--- src/rtl/hc595_rx_capture.sv ---
// Receive side of the 74HC595 serial link: oversamples shcp/stcp/ds/oe, rebuilds each
// latched word and decodes it into a per-digit segment frame buffer.
module hc595_rx_capture #(
    parameter int CHAIN_W     = 14,
    parameter int SEG_W       = 8,
    parameter int SEL_W       = 6,
    parameter int SYNC_STAGES = 2
) (
    input  logic                   sys_clk,
    input  logic                   sys_rst,
    input  logic                   shcp,
    input  logic                   stcp,
    input  logic                   ds,
    input  logic                   oe,
    output logic [CHAIN_W-1:0]     par_out,
    output logic                   par_valid,
    output logic [SEG_W-1:0]       seg_vis,
    output logic [SEL_W-1:0]       sel,
    output logic [2:0]             digit_idx,
    output logic                   digit_we,
    output logic [SEG_W*SEL_W-1:0] frame_buf,
    output logic                   frame_done,
    output logic                   len_err,
    output logic                   sel_err
);

    typedef enum logic [1:0] {IDLE, CHECK, WRITE} state_t;

    // Pin order in each stage: {oe, ds, stcp, shcp}; index 0 is the newest sample.
    logic [SYNC_STAGES-1:0][3:0] sync_q, sync_d;
    logic [3:0]                  pin_s;
    logic [1:0]                  prev_q, prev_d;
    logic                        shift_ev_q, shift_ev_d;
    logic                        latch_ev_q, latch_ev_d;
    logic                        ds_ev_q, ds_ev_d;

    logic [CHAIN_W-1:0]     shift_reg_q, shift_reg_d, shift_n;
    logic [4:0]             bit_cnt_q, bit_cnt_d, cnt_n;
    logic [CHAIN_W-1:0]     par_out_q, par_out_d;
    logic                   par_valid_q, par_valid_d;
    logic                   len_err_q, len_err_d;

    state_t                 state_q, state_d;
    logic [CHAIN_W-1:0]     word_q, word_d;
    logic                   pend_q, pend_d;
    logic [CHAIN_W-1:0]     pend_word_q, pend_word_d;
    logic                   sel_err_q, sel_err_d;
    logic [SEG_W*SEL_W-1:0] frame_buf_q, frame_buf_d;
    logic                   digit_we_q, digit_we_d;
    logic [2:0]             digit_idx_q, digit_idx_d;
    logic                   frame_done_q, frame_done_d;

    logic [SEL_W-1:0]       wsel;
    logic [2:0]             widx;
    logic                   onehot;

    assign pin_s = sync_q[SYNC_STAGES-1];

    // Edge events are registered together with ds so the data bit stays aligned to its edge.
    always_comb begin
        sync_d     = {sync_q[SYNC_STAGES-2:0], {oe, ds, stcp, shcp}};
        prev_d     = pin_s[1:0];
        shift_ev_d = pin_s[0] & ~prev_q[0];
        latch_ev_d = pin_s[1] & ~prev_q[1];
        ds_ev_d    = pin_s[2];
    end

    // A shift in the same cycle as a latch is applied first and counted before the length check.
    always_comb begin
        shift_n     = shift_ev_q ? {shift_reg_q[CHAIN_W-2:0], ds_ev_q} : shift_reg_q;
        cnt_n       = bit_cnt_q;
        if (shift_ev_q && bit_cnt_q != 5'd31) cnt_n = bit_cnt_q + 5'd1;
        shift_reg_d = shift_n;
        bit_cnt_d   = latch_ev_q ? 5'd0 : cnt_n;
        par_out_d   = latch_ev_q ? shift_n : par_out_q;
        par_valid_d = latch_ev_q;
        len_err_d   = len_err_q | (latch_ev_q && cnt_n != 5'(CHAIN_W));
    end

    always_comb begin
        wsel   = word_q[SEL_W-1:0];
        widx   = 3'd0;
        for (int i = 0; i < SEL_W; i++)
            if (wsel[i]) widx = 3'(i);
        onehot = (wsel != '0) && ((wsel & (wsel - 1'b1)) == '0);
    end

    always_comb begin
        state_d      = state_q;
        word_d       = word_q;
        pend_d       = pend_q;
        pend_word_d  = pend_word_q;
        sel_err_d    = sel_err_q;
        frame_buf_d  = frame_buf_q;
        digit_we_d   = 1'b0;
        digit_idx_d  = digit_idx_q;
        frame_done_d = 1'b0;
        case (state_q)
            IDLE: begin
                // A fresh word wins over a queued one; the queued word is dropped.
                if (par_valid_q) begin
                    word_d  = par_out_q;
                    pend_d  = 1'b0;
                    state_d = CHECK;
                end else if (pend_q) begin
                    word_d  = pend_word_q;
                    pend_d  = 1'b0;
                    state_d = CHECK;
                end
            end
            CHECK: begin
                if (onehot) begin
                    state_d = WRITE;
                end else begin
                    sel_err_d = 1'b1;
                    state_d   = IDLE;
                end
            end
            WRITE: begin
                for (int d = 0; d < SEL_W; d++)
                    if (widx == 3'(d)) frame_buf_d[d*SEG_W +: SEG_W] = word_q[CHAIN_W-1:SEL_W];
                digit_we_d   = 1'b1;
                digit_idx_d  = widx;
                frame_done_d = (widx == 3'(SEL_W-1));
                state_d      = IDLE;
            end
            default: state_d = IDLE;
        endcase
        if (par_valid_q && state_q != IDLE) begin
            pend_d      = 1'b1;
            pend_word_d = par_out_q;
        end
    end

    always_ff @(posedge sys_clk or posedge sys_rst) begin
        if (sys_rst) begin
            sync_q       <= {SYNC_STAGES{4'b1000}};
            prev_q       <= '0;
            shift_ev_q   <= 1'b0;
            latch_ev_q   <= 1'b0;
            ds_ev_q      <= 1'b0;
            shift_reg_q  <= '0;
            bit_cnt_q    <= '0;
            par_out_q    <= '0;
            par_valid_q  <= 1'b0;
            len_err_q    <= 1'b0;
            state_q      <= IDLE;
            word_q       <= '0;
            pend_q       <= 1'b0;
            pend_word_q  <= '0;
            sel_err_q    <= 1'b0;
            frame_buf_q  <= '0;
            digit_we_q   <= 1'b0;
            digit_idx_q  <= '0;
            frame_done_q <= 1'b0;
        end else begin
            sync_q       <= sync_d;
            prev_q       <= prev_d;
            shift_ev_q   <= shift_ev_d;
            latch_ev_q   <= latch_ev_d;
            ds_ev_q      <= ds_ev_d;
            shift_reg_q  <= shift_reg_d;
            bit_cnt_q    <= bit_cnt_d;
            par_out_q    <= par_out_d;
            par_valid_q  <= par_valid_d;
            len_err_q    <= len_err_d;
            state_q      <= state_d;
            word_q       <= word_d;
            pend_q       <= pend_d;
            pend_word_q  <= pend_word_d;
            sel_err_q    <= sel_err_d;
            frame_buf_q  <= frame_buf_d;
            digit_we_q   <= digit_we_d;
            digit_idx_q  <= digit_idx_d;
            frame_done_q <= frame_done_d;
        end
    end

    assign par_out    = par_out_q;
    assign par_valid  = par_valid_q;
    assign seg_vis    = pin_s[3] ? '0 : par_out_q[CHAIN_W-1:SEL_W];
    assign sel        = par_out_q[SEL_W-1:0];
    assign digit_idx  = digit_idx_q;
    assign digit_we   = digit_we_q;
    assign frame_buf  = frame_buf_q;
    assign frame_done = frame_done_q;
    assign len_err    = len_err_q;
    assign sel_err    = sel_err_q;

endmodule

--- config.mk ---
export PLATFORM = sky130hd
export DESIGN_NAME = hc595_rx_capture
export DESIGN_NICKNAME = d
export VERILOG_FILES = /design/src/rtl/hc595_rx_capture.sv
export SDC_FILE = /design/constraint.sdc
export NUM_CORES = 1
export LEC_CHECK = 0
export BUFFER_PORTS_ARGS = -buffer_cell sky130_fd_sc_hd__buf_2
export CAP_MARGIN = 30
export CORE_ASPECT_RATIO = 1.5
export CORE_UTILIZATION = 42
export CTS_BUF_LIST = sky130_fd_sc_hd__clkbuf_8
export CTS_CLUSTER_SIZE = 14
export DETAILED_ROUTE_END_ITERATION = 7
export PLACE_DENSITY = 0.74
export SLEW_MARGIN = 5
export SYNTH_ARGS = -nofsm -noshare
export SYNTH_HDL_FRONTEND = slang
export SYNTH_SLANG_ARGS = --single-unit
--- constraint.sdc ---
create_clock -name sys_clk -period 8.93 [get_ports sys_clk]
set_input_delay 2.2325 -clock sys_clk [delete_from_list [all_inputs] [get_ports sys_clk]]
set_output_delay 2.2325 -clock sys_clk [all_outputs]
set_load 0.02 [all_outputs]
### Word-level counts from Yosys, hierarchy flattened

Cells that the tools add are included.

| word-level totals | value |
|---|---|
| input port bits | 6 |
| output and inout port bits | 84 |
| word-level logic and storage cells | 82 |
| flip-flop bits (word level) | 133 |

| operators by class | value |
|---|---|
| add/sub/neg operators | 2 |
| bitwise gates (word level) | 7 |
| muxes and demuxes | 19 |
| eq/ne operators | 10 |
| reduce and logical (&&, ||, !) cells | 19 |

Operators by type and width:

| operator | number |
|---|---|
| $mux W14 | 3 |
| $reduce_and A2 Y1 | 8 |
| $mux W3 | 4 |
| $mux W5 | 2 |
| $mux W8 | 1 |
| $and A6 B6 Y6 | 1 |
| $eq A3 B2 Y1 const B | 2 |
| $eq A3 B3 Y1 const B | 2 |
| $logic_not A6 Y1 | 1 |
| $mux W2 | 3 |
| $reduce_bool A2 Y1 | 3 |
| $reduce_bool A6 Y1 | 1 |
| $sub A6 B1 Y6 const B | 1 |
| $add A5 B1 Y5 const B | 1 |
| $mux W1 | 5 |
| $ne A5 B4 Y1 const B | 1 |
| $ne A5 B5 Y1 const B | 1 |
| $logic_and A1 B1 Y1 | 4 |
| $pmux W2 S2 | 1 |
| $eq A3 B1 Y1 const B | 1 |
| $logic_not A3 Y1 | 1 |
| $ne A3 B3 Y1 const B | 1 |
| $not A1 Y1 | 3 |
| $and A1 B1 Y1 | 2 |
| other kinds (4) | 4 |

### Depth between registers and ports, before layout

Gate-level depths: netlist of run 1.

| logic depth | value |
|---|---|
| depth in word-level cells | 7 |
| mapped depth | 8 |
| mapped depth without buffers | 7 |

### Worst setup path before layout of run 1

OpenSTA, ideal clock, no wires.

| timing | value |
|---|---|
| kind | flip-flop to output port |
| start | reg par_out_q[6] (netlist: par_out[6]) |
| end | out seg_vis[0] |
| arrival | 0.842 ns |
| setup slack | 5.855 ns |
| cell stages (with the launch flop) | 2 |
| cell sequence | dfrtp_1 > nor2b_1 |

| on the way | value |
|---|---|
| word-level cells in the longest chain between the ends | 1 |

Ends and longest elaborated chain:

| item | RTL line | RTL |
|---|---|---|
| from (decl) | 39 | `logic [CHAIN_W-1:0] par_out_q, par_out_d;` |
| from (signal assigned) | 164 | `par_out_q <= par_out_d;` |
| $mux W8 | 181 | `assign seg_vis = pin_s[3] ? '0 : par_out_q[CHAIN_W-1:SEL_W];` |
| to (decl) | 17 | `output logic [SEG_W-1:0] seg_vis,` |

No other way between the ends.

### Final worst setup path of run 1

| timing | value |
|---|---|
| start | reg sync_q (netlist bit pin_s[3]) |
| end | out seg_vis[5] |

| on the way | value |
|---|---|
| word-level cells in the longest chain between the ends | 1 |

Ends and longest elaborated chain:

| item | RTL line | RTL |
|---|---|---|
| from (decl) | 30 | `logic [SYNC_STAGES-1:0][3:0] sync_q, sync_d;` |
| from (signal assigned) | 137 | `sync_q <= {SYNC_STAGES{4'b1000}};` |
| from (signal assigned) | 157 | `sync_q <= sync_d;` |
| $mux W8 | 181 |  |

No other way between the ends.

==> summary.txt, run 1 <==
Outcome
  • Status: finished clean

Placed design
  • Port-buffer cells: a little under 90
  • DP Cell Count: around 600
  • Gpl congestion: 0.762
  • DP HPWL: around 7000 um
  • DP Area: between 5000 and 6000 um^2

Detailed routing
  • First-pass iteration count of the detailed router: 4
  • Vias per cell: 5.01
  • Routed WL per cell: about 16 um
  • Starting DRT DRC Count: around 130
  • ANT nets after route: 0
  • Routed WL: 9930 um
  • DRC Markers: 0
  • Vias: between 3k and 4k

Min path
  • Hold Startpoint: sync_d[7]$_DFF_PP1_
  • Hold Crit Depth: 0
  • Hold Path Sink: pin_s[3]$_DFF_PP1_
  • Min-Delay Path Class: flip-flop to flip-flop

Floorplan
  • Placeable Area: ~12000 um^2
  • Die W: approximately 93 um
  • Number of core rows: between 40 and 50
  • Die Height: 138 um
  • Initial Util: 0.434
  • I/O pins: 90
  • DIE AREA: ~13000 um^2

STA
  • Final setup vio count: 0
  • RSZ-0062 raised after global routing: no
  • Max Freq: between 200 and 300 MHz
  • Period utilization: 0.396
  • Least-Margin Pin Slew: between 0.8 and 0.9 ns
  • Final Max Tran Viols: 0
  • Relative slew slack: 0.405
  • Setup TNS: 0 ns
  • Tmin final: ~3.5 ns
  • Hold Violations, Final: 0
  • Clock skew: between 0.01 and 0.015 ns

Synth
  • Synth Warn #: 0
  • Post-synthesis cell count: between 300 and 400
  • Asr flop ratio synth: 1.00
  • Area fraction of the dominant cell type after synthesis: 0.629
  • Synth Cell Area: about 5200 um^2
  • EDFF count, synth: 0
  • Mean area per synthesized cell: between 10 and 15 um^2
  • Top cell type by total area after synthesis: dfrtp_1
  • Main synth FF type: dfrtp_1
  • Synth area leaders: dfrtp_1, mux2_2, mux2i_1
  • Syn Nets: 367
  • Synth unique cells: 36
  • Flops & latches, synth: about 130
  • Sequential area share after synthesis: 0.639

CTS
  • Hold_buf cts: 0
  • Setup Fix Bufs, Post-CTS: 0
  • H-tree Lvls: 4
  • TritonCTS clock tree: built
  • Clk sinks: 133
  • Worst skew pair latency: between 0.4 and 0.5 ns
  • Worst-path clk slew: ~0.070 ns
  • Post-cts resize count: 0
  • CTS Buffer Depth: 2
  • TritonCTS Buffers: 17
  • CTS Root Buffer Type: clkbuf_8

Worst setup path
  • Worst Setup End Kind: output port
  • Worst Path Buf+Inv: 1
  • Reg2reg end: len_err$_DFF_PP0_
  • Critical Path Start Type: flip-flop
  • Arrival time at the worst endpoint: 1.31 ns
  • Critical path cell sequence: nor2b_1 -> buf_2
  • Worst Path Required: between 6 and 7 ns
  • Slowest cell on the critical path: dfstp_2
  • Top delay family on crit path: flip-flops
  • Largest stage delay, worst path: between 0.6 and 0.7 ns
  • Crit Path Max Fanout: 8
  • Setup CP Type: flip-flop to output port
  • Worst r2r src: bit_cnt_q[0]$_DFF_PP0_
  • Worst reg-to-reg setup slack: 6.64 ns
  • Worst Reg-to-Reg Cells: 7

Final layout
  • Fin cells: approximately 620
  • Final Util: 0.522
  • Commonest non-fill, non-tap cell in the layout: dfrtp_1
  • Antenna Cells: 0
  • Layout cell share with drive strength beyond 1: 0.481
  • P&R area growth vs syn: 20.3%
  • Most frequent cells in the layout: dfrtp_1, mux2_2, buf_2
  • Layout Nets: ~460
  • Filler Cells Inserted: 1060
  • Final instance area: 6270 um^2

Pwr
  • Leakage power: 3.16 nW
  • Final Power: 2.12 mW
  • Peak VDD IR: between 0.1 and 0.15 mV
  • Pwr/cell area: roughly 340 nW/um^2

Global routing
  • Global Route Usage Sum: 0.167
  • Largest net degree at the start of global routing: 47
  • Initial antenna violation count: 0
  • First-pass GRT wire length: approximately 16000 um
  • Grt total ovfl: 0
  • Vias in the first global route: approximately 3.2k

Run
  • # Max-Cap Violations: 0
==> worst max path at each step <==
stage	to	cells past startpoint	start	slack, ns
3_3_place_gp	pin_s[1]$_DFF_PP0_	3	sys_rst	5.12
6_report	seg_vis[5]	2	pin_s[3]$_DFF_PP1_	5.39
5_1_grt	seg_vis[5]	2	pin_s[3]$_DFF_PP1_	5.33
2_1_floorplan	bit_cnt_q[0]$_DFF_PP0_	1	sys_rst	3.15
3_5_place_dp	sync_d[7]$_DFF_PP1_	4	sys_rst	5.26
4_1_cts	seg_vis[5]	2	pin_s[3]$_DFF_PP1_	5.34
==> cells in the mapped netlist (all sizes together), types with 3 or more instances <==
cell,number
buf,15
o21ai,3
nand2b,3
nor3,4
nand2,9
a21oi,16
clkbuf,6
dfrtp,131
mux2,90
inv,4
nor2,25
xor2,4
nor3b,3
nor2b,11
mux2i,16
==> power breakdown <==
part | internal [mW] | switching, mW
logic | 0.247 | 0.312
registers | 0.789 | 0.182
clock network | 0.366 | 0.225
total | 1.40 | 0.718
==> per-stage QoR <==
step           setup WS (ns)  hold WS, ns
2_1_floorplan           3.15        0.331
4_1_cts                 5.34        0.358
5_1_grt                 5.33        0.363
3_3_place_gp            5.12        0.337
3_5_place_dp            5.26        0.339
6_report                5.39        0.357
==> state kept, by name, summed over array words and instances (netlist names), 3 cells and up <==
| register | cells |
|---|---|
| bit_cnt_q | 5 |
| digit_idx | 3 |
| frame_buf | 48 |
| par_out | 14 |
| pend_word_q | 14 |
| pin_s | 4 |
| shift_reg_q | 14 |
| sync_d | 4 |
| word_q | 14 |
==> final cells by class <==
cell class                 instances  area [um^2]  area share
tap                              153          191      0.0305
sequential                       133         3330       0.531
clock inverter                    14          234      0.0373
multi-input combinational        201         1750       0.279
clock buffer                      18          248      0.0395
timing repair buffer              94          495      0.0791
inverter                           4         17.5     0.00279
==> routing by layer <==
layer,vias to the layer above,part of all wire,GRT usage
li1,1439,-,-
met1,1569,0.40,0.197
met2,72,0.54,0.281
met3,9,0.046,0.0594
met4,0,0.013,0.0575
met5,-,0,0
==> cell families (layout without fill, tap and decap cells) <==
kind of cell | count (synthesis) | after routing | share of synthesized area
DFF | 133 | 133 | 0.639
muxes | 106 | 106 | 0.225
adders and majority gates | 2 | 2 | 0.00480
and+or+nand+nor | 60 | 60 | 0.0617
buffers and inverters | 25 | 130 | 0.0257
AOI/OAI and AO/OA | 27 | 27 | 0.0331
xor gates and xnor gates | 6 | 6 | 0.0101
(Power assumes the default switching activity.)
==> run 2: changes to the inputs <==
--- a/config.mk
+++ b/config.mk
@@ -5,6 +5,7 @@
 export SDC_FILE = /design/constraint.sdc
 export NUM_CORES = 1
 export LEC_CHECK = 0
+export ABC_AREA = 1
 export BUFFER_PORTS_ARGS = -buffer_cell sky130_fd_sc_hd__buf_2
 export CAP_MARGIN = 30
 export CORE_ASPECT_RATIO = 1.5
==> constraint.sdc (replaced) <==
create_clock -name sys_clk -period 3.6 [get_ports sys_clk]
set_input_delay 0.9 -clock sys_clk [delete_from_list [all_inputs] [get_ports sys_clk]]
set_output_delay 0.9 -clock sys_clk [all_outputs]
set_load 0.02 [all_outputs]
==> run 2 against run 1 <==
Core utilization down 0.87 points. Global-route usage up 0.30 points. Sequential power up 120%. Critical path type unchanged. Largest cell class unchanged. Highest routed layer unchanged.
==> summary.txt, run 2 <==
Outcome
  • Status: finished clean

Placed design
  • DP HPWL: 7220 um (+3.6%)
  • Gpl congestion: 0.790 (+3.8%)
  • DP Cell Count: 739 (+26%)
  • Port-buffer cells: 89 (unchanged)
  • DP Area: 5750 um^2 (-0.61%)

Detailed routing
  • Vias per cell: 4.89 (-2.3%)
  • First-pass iteration count of the detailed router: 5 (+1)
  • Vias: 3773 (+22%)
  • Routed WL per cell: 13.5 um (-16%)
  • DRC Markers: 0 (unchanged)
  • ANT nets after route: 0 (unchanged)
  • Routed WL: 10400 um (+5.0%)
  • Starting DRT DRC Count: 244 (+89%)

Final layout
  • P&R area growth vs syn: 18.4%
  • Fin cells: 771 (+25%)
  • Commonest non-fill, non-tap cell in the layout: nand2_1
  • Layout cell share with drive strength beyond 1: 0.275 (-0.206)
  • Most frequent cells in the layout: nand2_1, dfrtp_1, buf_2
  • Final Util: 0.513 (-0.00866)
  • Max FFs per register: 48 (unchanged)
  • Final instance area: 6190 um^2 (-1.2%)
  • Filler Cells Inserted: 1084 (+2.3%)
  • Antenna Cells: 0 (unchanged)
  • Layout Nets: 613 (+34%)

Synth
  • Mean area per synthesized cell: 10.0 um^2 (-31%)
  • Top cell type by total area after synthesis: dfrtp_1
  • Synth Warn #: 0 (unchanged)
  • Asr flop ratio synth: 1.00 (unchanged)
  • Synth unique cells: 23 (-36%)
  • Synth area leaders: dfrtp_1, nand2_1, o21ai_0
  • Sequential area share after synthesis: 0.636 (-0.00290)
  • EDFF count, synth: 0 (unchanged)
  • Most common cell in the netlist: nand2_1
  • Synth Cell Area: 5230 um^2 (+0.46%)
  • Area fraction of the dominant cell type after synthesis: 0.626 (-0.00286)
  • Syn Nets: 529 (+44%)
  • Post-synthesis cell count: 521 (+45%)
  • Main synth FF type: dfrtp_1
  • Flops & latches, synth: 133 (unchanged)
  • Most instantiated cells after synthesis: nand2_1, dfrtp_1, o21ai_0

STA
  • Hold Violations, Final: 0 (unchanged)
  • Clock skew: 0.00802 ns (-0.00246 ns)
  • Least-Margin Pin Slew: 0.981 ns (+0.0879 ns)
  • Period utilization: 0.606
  • Final Max Tran Viols: 0 (unchanged)
  • Relative slew slack: 0.346 (-0.0586)
  • Max Freq: 458 MHz
  • Setup TNS: 0 ns (unchanged)
  • Hold Slack: 0.350 ns (-0.00743 ns)
  • Final setup vio count: 0 (unchanged)
  • Tmin final: about 2.2 ns
  • RSZ-0062 raised after global routing: no

Global routing
  • First-pass GRT wire length: 17000 um (+3.8%)
  • Vias in the first global route: 3519 (+11%)
  • Largest net degree at the start of global routing: 83 (+77%)
  • Global Route Usage Sum: 0.170 (+0.00301)
  • Initial antenna violation count: 0 (unchanged)
  • Grt total ovfl: 0 (unchanged)

CTS
  • TritonCTS clock tree: built
  • Clk sinks: 133 (unchanged)
  • Hold_buf cts: 0 (unchanged)
  • Worst-path clk slew: 0.07 ns (about the same)
  • H-tree Lvls: 4 (unchanged)
  • Worst skew pair latency: 0.43 ns (about the same)
  • CTS Buffer Depth: 2 (unchanged)
  • TritonCTS Buffers: 17 (unchanged)
  • Setup Fix Bufs, Post-CTS: 0 (unchanged)
  • Post-cts resize count: 0 (unchanged)
  • CTS Root Buffer Type: clkbuf_8

Floorplan
  • Number of core rows: 49 (unchanged)
  • Die Height: 139 um (+0.23%)
  • Placeable Area: 12100 um^2 (+0.51%)
  • DIE AREA: 12900 um^2 (+0.45%)
  • I/O pins: 90 (unchanged)
  • Die W: 93.1 um (+0.22%)
  • Initial Util: 0.433 (about the same)

Run
  • # Max-Cap Violations: 0 (unchanged)

Worst setup path
  • Arrival time at the worst endpoint: 1.28 ns (-0.03 ns)
  • Worst Setup End Kind: output port
  • Setup CP Type: flip-flop to output port
  • Worst Path Required: 2.70 ns (-4.00 ns)
  • Critical Path Start Type: flip-flop
  • Crit Path Max Fanout: 31 (+23)

Pwr
  • Leakage power: 3.11 nW (-1.7%)
  • Pwr/cell area: 793 nW/um^2 (+130%)
  • Peak VDD IR: 0.337 mV (+130%)

Min path
  • Min-Delay Path Class: flip-flop to flip-flop
run 2: cell count changes after synthesis, moves of 7 or more:
| cell | change |
|---|---|
| mux2_2 | -90 |
| nor2b_1 | -11 |
| nand2_2 | +7 |
| mux2i_1 | -16 |
| o21ai_0 | +70 |
| o21ai_2 | +25 |
| nand3_1 | +7 |
| inv_1 | +44 |
| o211ai_1 | +12 |
| nand2_1 | +123 |
| a21oi_1 | -10 |
| o21ai_1 | +12 |
run 2: final cells by class:
class,instances,area (um^2),area share
clock buffer,19,262,0.0422
clock inverter,13,183,0.0295
multi-input combinational,307,1530,0.246
timing repair buffer,93,500,0.0808
tap,153,191,0.0309
sequential,133,3330,0.538
inverter,53,203,0.0327
run 2: logic make-up after synthesis:
logic type / synth area share
DFF: 0.636
AOI/OAI and AO/OA: 0.148
buffers and inverters: 0.0722
and+or+nand+nor: 0.139
adders and majority gates: 0.00478
run 2: critical path: stages, from the launching register on:
cell and delay, ns:
dfrtp_1 0.32, buf_4 0.28, buf_2 0.24
run 2: final timing paths:
kind                                              to                   start  slack (ns)  cells after the start
max                                        par_valid     par_valid$_DFF_PP0_        1.42                      2
min                               pin_s[0]$_DFF_PP0_     sync_d[4]$_DFF_PP0_        0.35                      0
max reg2reg                        len_err$_DFF_PP0_  bit_cnt_q[0]$_DFF_PP0_        1.77                     11
min reg2reg                       pin_s[0]$_DFF_PP0_     sync_d[4]$_DFF_PP0_        0.35                      0
max in group asynchronous  frame_buf[24]$_DFFE_PP0P_                 sys_rst        2.55                      3
min in group asynchronous       latch_ev_q$_DFF_PP0_                 sys_rst        0.40                      2
run 2: power by group:
group,total (mW),internal (mW),switching [mW]
combinational,1.45,0.435,1.01
sequential,2.11,1.88,0.228
clock,1.35,0.789,0.565
total,4.91,3.11,1.80
run 2: metal layers:
| layer | share of wire | vias to the layer above | routed length (um) | track usage |
|---|---|---|---|---|
| met2 | 0.51 | 118 | 5290 | 0.276 |
| met1 | 0.42 | 1804 | 4400 | 0.214 |
| met4 | 0.012 | 0 | 130 | 0.0591 |
| met5 | 0 | - | 0 | 0 |
| met3 | 0.059 | 13 | 612 | 0.0532 |
| li1 | - | 1838 | - | - |
run 2: through the flow:
step	setup WS, ns	total power, mW
floorplan	1.05	3.15
global placement	1.88	3.53
detailed placement	1.83	3.59
CTS	1.40	4.95
global route	1.34	5.20
finish	1.42	4.91
